===== src/rtl/i2c_slave_ctrl.sv =====
// ============================================================================
//  Module   : i2c_slave_ctrl
//  Purpose  : I2C slave sequencing FSM (bit counter, address decision, ACK slots).
//             Optional macro I2C_GEN_CALL_EN adds the general_call input.
//  Revision : 1.0
// ============================================================================
`default_nettype none

module i2c_slave_ctrl #(
    parameter int BYTE_BITS = 8
) (
    input  logic       clk,
    input  logic       n_rst,
    input  logic       rising_edge_found,
    input  logic       falling_edge_found,
    input  logic       start_found,
    input  logic       stop_found,
    input  logic       sda_sync,
    input  logic       address_match,
    input  logic       rw_mode,
    input  logic       tx_fifo_empty,
`ifdef I2C_GEN_CALL_EN
    input  logic       general_call,
`endif
    output logic       rx_enable,
    output logic       tx_enable,
    output logic       load_data,
    output logic       read_enable,
    output logic [1:0] sda_mode,
    output logic       rx_byte_done,
    output logic       tx_underrun,
    output logic       busy
);

    localparam int                   C_CNT_W    = $clog2(BYTE_BITS + 1);
    localparam logic [C_CNT_W-1:0]   C_CNT_FULL = C_CNT_W'(BYTE_BITS);
    localparam logic [C_CNT_W-1:0]   C_CNT_ONE  = C_CNT_W'(1);

    typedef enum logic [3:0] {
        S_IDLE      = 4'd0,
        S_ADDR      = 4'd1,
        S_ADDR_CHK  = 4'd2,
        S_ACK_ADDR  = 4'd3,
        S_LOAD      = 4'd4,
        S_TX        = 4'd5,
        S_MACK      = 4'd6,
        S_RX        = 4'd7,
        S_ACK_DATA  = 4'd8,
        S_WAIT_STOP = 4'd9
    } state_t;

    state_t               state_q, state_d;
    logic [C_CNT_W-1:0]   cnt_q, cnt_d;
    logic                 ack_q, ack_d;
    logic                 underrun_q, underrun_d;
    logic                 rx_done_q, rx_done_d;

    logic w_cnt_full;
    logic w_match;
    logic w_read;

    assign w_cnt_full = (cnt_q == C_CNT_FULL);

`ifdef I2C_GEN_CALL_EN
    // A general call is always a write, whatever the R/W bit decodes to.
    assign w_match = address_match | general_call;
    assign w_read  = rw_mode & ~general_call;
`else
    assign w_match = address_match;
    assign w_read  = rw_mode;
`endif

    always_ff @(posedge clk or negedge n_rst) begin
        if (!n_rst) begin
            state_q    <= S_IDLE;
            cnt_q      <= '0;
            ack_q      <= 1'b1;
            underrun_q <= 1'b0;
            rx_done_q  <= 1'b0;
        end else begin
            state_q    <= state_d;
            cnt_q      <= cnt_d;
            ack_q      <= ack_d;
            underrun_q <= underrun_d;
            rx_done_q  <= rx_done_d;
        end
    end

    always_comb begin
        state_d    = state_q;
        cnt_d      = cnt_q;
        ack_d      = ack_q;
        underrun_d = underrun_q;
        rx_done_d  = 1'b0;
        rx_enable  = 1'b0;
        tx_enable  = 1'b0;

        // Bus conditions override every edge pulse seen in the same cycle.
        if (stop_found) begin
            state_d = S_IDLE;
        end else if (start_found) begin
            state_d = S_ADDR;
        end else begin
            case (state_q)
                S_ADDR: begin
                    rx_enable = rising_edge_found;
                    if (falling_edge_found && w_cnt_full) state_d = S_ADDR_CHK;
                end
                S_ADDR_CHK: state_d = w_match ? S_ACK_ADDR : S_WAIT_STOP;
                S_ACK_ADDR: begin
                    if (falling_edge_found) state_d = w_read ? S_LOAD : S_RX;
                end
                S_LOAD: begin
                    underrun_d = tx_fifo_empty;
                    state_d    = S_TX;
                end
                S_TX: begin
                    tx_enable = falling_edge_found && (cnt_q != '0) && !w_cnt_full;
                    if (falling_edge_found && w_cnt_full) state_d = S_MACK;
                end
                S_MACK: begin
                    if (rising_edge_found) ack_d = sda_sync;
                    if (falling_edge_found) state_d = ack_q ? S_WAIT_STOP : S_LOAD;
                end
                S_RX: begin
                    rx_enable = rising_edge_found;
                    if (falling_edge_found && w_cnt_full) begin
                        state_d   = S_ACK_DATA;
                        rx_done_d = 1'b1;
                    end
                end
                S_ACK_DATA: begin
                    if (falling_edge_found) state_d = S_RX;
                end
                default: ;
            endcase
        end

        // A repeated START re-enters ADDR without a state change, so it clears too.
        if ((state_d != state_q) || start_found) begin
            cnt_d = '0;
        end else if (rising_edge_found && !w_cnt_full &&
                     ((state_q == S_ADDR) || (state_q == S_RX) || (state_q == S_TX))) begin
            cnt_d = cnt_q + C_CNT_ONE;
        end
    end

    always_comb begin
        load_data   = (state_q == S_LOAD) && !tx_fifo_empty;
        read_enable = (state_q == S_LOAD) && !tx_fifo_empty;
        tx_underrun = (state_q == S_LOAD) && tx_fifo_empty;
        busy        = (state_q != S_IDLE);
        case (state_q)
            S_ACK_ADDR, S_ACK_DATA: sda_mode = 2'b01;
            S_TX:                   sda_mode = underrun_q ? 2'b10 : 2'b11;
            default:                sda_mode = 2'b00;
        endcase
    end

    assign rx_byte_done = rx_done_q;

endmodule

`default_nettype wire

===== config.mk =====
export PLATFORM = sky130hd
export DESIGN_NAME = i2c_slave_ctrl
export DESIGN_NICKNAME = d
export VERILOG_FILES = /design/src/rtl/i2c_slave_ctrl.sv
export SDC_FILE = /design/constraint.sdc
export NUM_CORES = 1
export LEC_CHECK = 0
export BUFFER_PORTS_ARGS = -buffer_cell sky130_fd_sc_hd__buf_2
export CORE_UTILIZATION = 54
export DETAILED_ROUTE_END_ITERATION = 16
export PLACE_DENSITY = 0.77
export SYNTH_ARGS = -nofsm -noshare
export SYNTH_HDL_FRONTEND = slang
export SYNTH_SLANG_ARGS = --single-unit

===== constraint.sdc =====
create_clock -name clk -period 2.3 [get_ports clk]
set_clock_uncertainty 0.1 [all_clocks]
set_input_delay 0.345 -clock clk [delete_from_list [all_inputs] [get_ports clk]]
set_output_delay 0.345 -clock clk [all_outputs]
set_load 0.005 [all_outputs]

==> summary.md, run 1 <==
| Metric | Value |
|---|---|
| Number of global-route vias before repair | 967 |
| Initial DRC Count | 57 |
| Post-layout min period | 2.11 ns |
| Filler instances | 165 |
| Final instance area | 0.00119 mm2 |
| Synthesized area | 0.00103 mm2 |
| Sequential power share | 48.0% |
| GR Util All Layers | 29.8% |
| Pint | 0.303 mW |
| Global placement routability congestion | 0.980 |
| Max Clock Freq | 475 MHz |
| PwrDens | 370 mW/mm2 |
| Sw frac | 30.9% |
| Postcts setup bufs | 0 |
| Post-synth EDFFs | 0 |
| Core area | 0.00176 mm2 |
| Die Y | 45.7 um |
| Io pins | 19 |
| WL/cell | 16.2 um |
| Via total after detailed routing | 1150 |
| Rel. slew slack | 57.1% |
| Clock network fraction of design power | 32.5% |
| Combinational share of power | 19.5% |
| GR Util met2 | 48.6% |
| First-pass GRT wire length | 4420 um |
| Most frequent cells in the layout | buf_2, dfrtp_1, o21ai_0 |
| WS Path Type | register to output port |
| Ys Warns | 0 |
| Port bufs | 18 |
| Die ar. | 0.00209 mm2 |
| Ys async rst share | 100% |
| CTS max path bufs | 2 |
| Critical path peak fanout | 18 |
| DP HPWL | 2100 um |
| Final wirelength | 2860 um |
| Met3 capacity usage during global routing | 6.75% |
| Share of cells above drive strength 1 | 21.9% |
| Crit path DAT | 1.66 ns |
| Switching pwr | 0.136 mW |
| Nets | 164 |
| Syn_area_per_cell | 7.81 um2 |
| First-pass DRT Iterations | 4 |
| Die X | 45.7 um |
| Initial Utilization | 58.4% |
| CP startpoint kind | register |
| Area growth syn-to-layout | 15.2% |
| Leak | 0.529 nW |
| Final setup margin | 0.193 ns |
| Worst-skew pair later-pin latency | 0.28 ns |
| CTS root buf | clkbuf_4 |
| Vias/cell | 6.53 |
| Worst Hold Class | primary input to register |
| Final worst-path cycle share | 91.6% |
| Critical Path Sink Type | output port |
| Worst EP required | 1.86 ns |
| ANT cells | 0 |
| Cells after synthesis | 132 |
| CTS tree | yes |
| RSZ-0062 raised after global routing | no |
| DR DRC count | 0 |
| Fin. max-slew vios | 0 |
| Setup TNS | 0 ns |
| Max Cap Viol | 0 |
| Global-route layer with the greatest usage | met2 |
| Unique cell type count in the Yosys netlist | 45 |
| Met1 Use GR | 38.2% |
| Ys flop type | dfrtp_1 |
| Total power draw | 0.439 mW |
| Worst slew pin tran | 0.627 ns |
| Clk sink count | 11 |
| Synthesis-stage register bit count | 11 |
| Post-route ant nets | 0 |
| Site Rows | 15 |
| Syn Nets | 144 |
| Fin. Hold Viols | 0 |
| Clock buffer count from CTS | 3 |
| Clock slew at reported path FFs | 0.08 ns |
| Largest net degree at the start of global routing | 19 |
| Post-Route Utilization | 67.3% |
| Initial antenna violation count | 0 |
| Peak supply drop | 303 uV |
| H-tree Lvls | 1 |
| Status | completed |
| Post-Place Setup Slack | 0.248 ns |
| Placed Area | 0.00115 mm2 |
| Sequential cell area fraction in the yosys report | 26.8% |
| Overflow after GRT | 0 |
| Final setup viols | 0 |
| Most common cell after layout, fill and taps aside | buf_2 |
-- cell usage after synthesis, types with 2 or more instances --
cell | count | share of area, %
inv_1 | 7 | 2.5
xor2_1 | 2 | 1.7
nand2b_1 | 5 | 3.0
buf_2 | 4 | 1.9
nor4_1 | 6 | 3.6
nor3_1 | 5 | 2.4
o22ai_1 | 2 | 1.2
or3_1 | 2 | 1.2
mux2_2 | 3 | 3.3
o221ai_1 | 2 | 1.7
a21oi_1 | 7 | 3.4
mux2i_1 | 2 | 1.9
nor2b_1 | 5 | 3.0
nand4_1 | 5 | 3.0
o31ai_1 | 2 | 1.5
ha_1 | 2 | 2.4
dfrtp_1 | 10 | 24
nor2_1 | 8 | 2.9
nor3b_1 | 2 | 1.5
and3_1 | 4 | 2.4
xnor2_1 | 2 | 1.7
nand3b_1 | 2 | 1.5
nand3_1 | 2 | 0.97
clkbuf_1 | 4 | 1.5
o21ai_0 | 9 | 4.4
o21a_1 | 2 | 1.5
nand2_1 | 8 | 2.9
-- power by group through the flow --
stage | registers, mW | logic [mW] | clock network, mW
CTS | 0.210 | 0.0844 | 0.139
floorplan | 0.208 | 0.0570 | 0
global placement | 0.213 | 0.0809 | 0
detailed placement | 0.214 | 0.0828 | 0
finish | 0.211 | 0.0857 | 0.143
global route | 0.211 | 0.0951 | 0.149
-- per-stage QoR --
step	hold slack, ns	instances
after floorplan	-0.0506	132
after global placement	0.129	171
after detailed placement	0.129	171
after CTS	0.205	176
after global routing	0.196	176
final	0.198	176
-- registers in the layout, indices dropped and copies added, names as in the netlist --
signal	count
ack_q	1
underrun_q	1
cnt_q	4
rx_byte_done	1
state_q	4
-- final cells by class --
cell class | instances | area (um2) | area share, %
sequential | 11 | 277 | 23.3
clock buffer | 4 | 26.3 | 2.21
inverter | 7 | 26.3 | 2.21
multi-input combinational | 104 | 682 | 57.4
tap | 25 | 31.3 | 2.63
timing repair buffer | 25 | 145 | 12.2
-- critical path, cell delays in order, from the launching register on --
cell and delay [ns]:
dfrtp_1 0.39, buf_4 0.23, nor2b_1 0.22, and3_1 0.24
o2111a_1 0.20, buf_2 0.11
-- cells by family (layout without fill, tap and decap cells) --
logic type               Yosys count  in the layout  share of synthesized area, %
AND/OR/NAND/NOR                   61             61                          34.5
AO/OA/AOI/OAI                     32             32                          20.6
buffers and inverters             17             36                          7.04
flip-flops                        11             11                          26.8
multiplexers                       5              5                          5.22
XOR/XNOR                           4              4                          3.40
adder cells (fa/ha/maj)            2              2                          2.43
-- final timing paths --
check,cells past startpoint,endpoint,from,slack [ns]
max in group asynchronous,2,ack_q,n_rst,1.47
worst min-delay path,2,state_q[1],start_found,0.20
worst max-delay path,5,tx_enable,state_q[2],0.19
min in group asynchronous,2,state_q[0],n_rst,0.37
worst max register to register,7,cnt_q[0],cnt_q[1],0.22
worst min register to register,1,underrun_q,underrun_q,0.42
-- per-layer routing --
metal	routed length [um]	up-vias
met4	35	0
li1	-	530
met5	0	-
met1	1220	546
met3	242	6
met2	1360	68
-- timing repair --
item,4_1_cts,5_1_grt
gates resized for setup,0,0
endpoints found under the hold margin,10,0
hold buffers,1,0
(Power assumes the default switching activity.)
==> run 2, diff against run 1 <==
--- a/config.mk
+++ b/config.mk
@@ -6,9 +6,11 @@
 export NUM_CORES = 1
 export LEC_CHECK = 0
 export BUFFER_PORTS_ARGS = -buffer_cell sky130_fd_sc_hd__buf_2
-export CORE_UTILIZATION = 54
+export CELL_PAD_IN_SITES_DETAIL_PLACEMENT = 0
+export CELL_PAD_IN_SITES_GLOBAL_PLACEMENT = 2
+export CORE_UTILIZATION = 31
 export DETAILED_ROUTE_END_ITERATION = 16
-export PLACE_DENSITY = 0.77
+export PLACE_DENSITY = 0.76
 export SYNTH_ARGS = -nofsm -noshare
 export SYNTH_HDL_FRONTEND = slang
 export SYNTH_SLANG_ARGS = --single-unit
==> run 2 against run 1 <==
Non-clock buffer count grew 1. Hold slack lost 0.024 ns. Combinational power grew 7.7%. Total power grew 3.4%. Highest routed layer unchanged. Critical path type unchanged. Critical endpoint unchanged. Largest power group unchanged. Flip-flop and latch count is the same. Critical path depth is the same. Die area grew 71%. Global-route usage shrank 10 points.
==> summary.md, run 2 (same netlist as run 1, synthesis figures left out) <==
| Metric | Value |
|---|---|
| Nets | 165 |
| First-pass DRT Iterations | 4 |
| Max Cap Viol | 0 |
| Leak | 0.538 nW |
| CTS tree | yes |
| Initial DRC Count | 62 |
| Via total after detailed routing | 1106 |
| Vias/cell | 5.64 |
| Most frequent cells in the layout | buf_2, dfrtp_1, o21ai_0 |
| PwrDens | 372 mW/mm2 |
| Area growth syn-to-layout | 18.3% |
| Final worst-path cycle share | 90.8% |
| Final setup viols | 0 |
| Die ar. | 0.00356 mm2 |
| CTS root buf | clkbuf_4 |
| Share of cells above drive strength 1 | 23.0% |
| First-pass GRT wire length | 5160 um |
| Clk sink count | 11 |
| Status | completed |
| Largest net degree at the start of global routing | 20 |
| Setup TNS | 0 ns |
| Post-CTS sizing | 0 |
| Worst Hold Class | primary input to register |
| Most common cell after layout, fill and taps aside | buf_2 |
| CTS max path bufs | 2 |
| ANT cells | 0 |
| CP startpoint kind | register |
| Filler instances | 367 |
| Max Clock Freq | 479 MHz |
| Worst slew pin tran | 0.406 ns |
| Fin. Hold Viols | 0 |
| GR Util All Layers | 19.5% |
| Worst-skew pair later-pin latency | 0.29 ns |
| Io pins | 19 |
| Clock slew at reported path FFs | 0.10 ns |
| Post-layout min period | 2.09 ns |
| Postcts setup bufs | 0 |
| Global placement routability congestion | 0.846 |
| Core area | 0.00310 mm2 |
| Worst EP required | 1.86 ns |
| Site Rows | 20 |
| Die X | 59.7 um |
| Initial antenna violation count | 0 |
| Registers with the most flip-flops | cnt_q (4), state_q (4) |
| H-tree Lvls | 1 |
| Critical Path Sink Type | output port |
| DR DRC count | 0 |
| Port bufs | 18 |
| Crit path DAT | 1.64 ns |
| Hold Worst Slack | 0.174 ns |
| Clock buffer count from CTS | 3 |
| Rel. slew slack | 72.3% |
| Post-route ant nets | 0 |
| DP HPWL | 2290 um |
| RSZ-0062 raised after global routing | no |
| Fin. max-slew vios | 0 |
| Final wirelength | 3040 um |
| Die Y | 59.7 um |
| Peak supply drop | 150 uV |
| WL/cell | 15.5 um |
| WS Path Type | register to output port |
| Number of global-route vias before repair | 1036 |
| Initial Utilization | 33.2% |
| Critical path peak fanout | 11 |
| Overflow after GRT | 0 |
==> run 2: cell types whose count changed in the layout (fill, tap and decap cells not counted) <==
cell / previous run / this run
buf_4: 6 / 7
clkbuf_1: 1 / 0
clkinv_2: 0 / 1
==> run 2: cell type report <==
| type | count | area, um2 | area share, % |
|---|---|---|---|
| Multi-Input combinational cell | 104 | 682 | 55.9 |
| Sequential cell | 11 | 277 | 22.7 |
| Timing Repair Buffer | 26 | 153 | 12.5 |
| Tap cell | 44 | 55.1 | 4.51 |
| Inverter | 7 | 26.3 | 2.15 |
| Clock buffer | 3 | 22.5 | 1.85 |
| Clock inverter | 1 | 5.00 | 0.410 |
==> run 2: worst paths after layout <==
path                        startpoint            to  slack (ns)  cells past startpoint
max                         state_q[1]     tx_enable        0.21                      5
min                        start_found    state_q[1]        0.17                      2
max reg2reg                 state_q[1]      cnt_q[3]        0.22                      5
min reg2reg                 underrun_q    underrun_q        0.43                      1
max in group asynchronous        n_rst         ack_q        1.46                      2
min in group asynchronous        n_rst  rx_byte_done        0.35                      2
==> run 2: power by group <==
| group | total [mW] | switching (mW) | internal, mW |
|---|---|---|---|
| Clock | 0.154 | 0.0889 | 0.0647 |
| Sequential | 0.208 | 0.00772 | 0.200 |
| Combinational | 0.0923 | 0.0547 | 0.0377 |
| Total | 0.454 | 0.151 | 0.303 |
==> run 2: through the flow <==
stage                     std cells  power [mW]  cell area, um2  utilization [%]  setup WS (ns)
after global routing            196       0.482            1220             39.3         0.0173
after floorplan                 132       0.265            1030                -          0.415
after global placement          191       0.302            1180             38.1          0.219
after detailed placement        191       0.303            1180             38.1          0.185
after CTS                       196       0.457            1220             39.3          0.218
final                           196       0.454            1220             39.3          0.212
==> run 2: timing repair <==
| item | CTS | global route |
|---|---|---|
| setup endpoints to repair | 0 | 0 |
| hold endpoints to repair | 10 | 0 |
| hold buffers | 1 | 0 |
==> run 2: layer usage <==
| layer | up-vias | track usage [%] | wire length, um |
|---|---|---|---|
| met4 | 0 | 8.64 | 68 |
| li1 | 530 | - | - |
| met3 | 7 | 2.81 | 138 |
| met5 | - | 0 | 0 |
| met1 | 532 | 27.7 | 1430 |
| met2 | 37 | 29.2 | 1410 |
==> run 2: worst max-delay path, cell delays in order, from the launching register on <==
cell,delay (ns)
dfrtp_1,0.49
buf_4,0.22
inv_1,0.14
and3_1,0.21
o2111a_1,0.19
buf_2,0.10
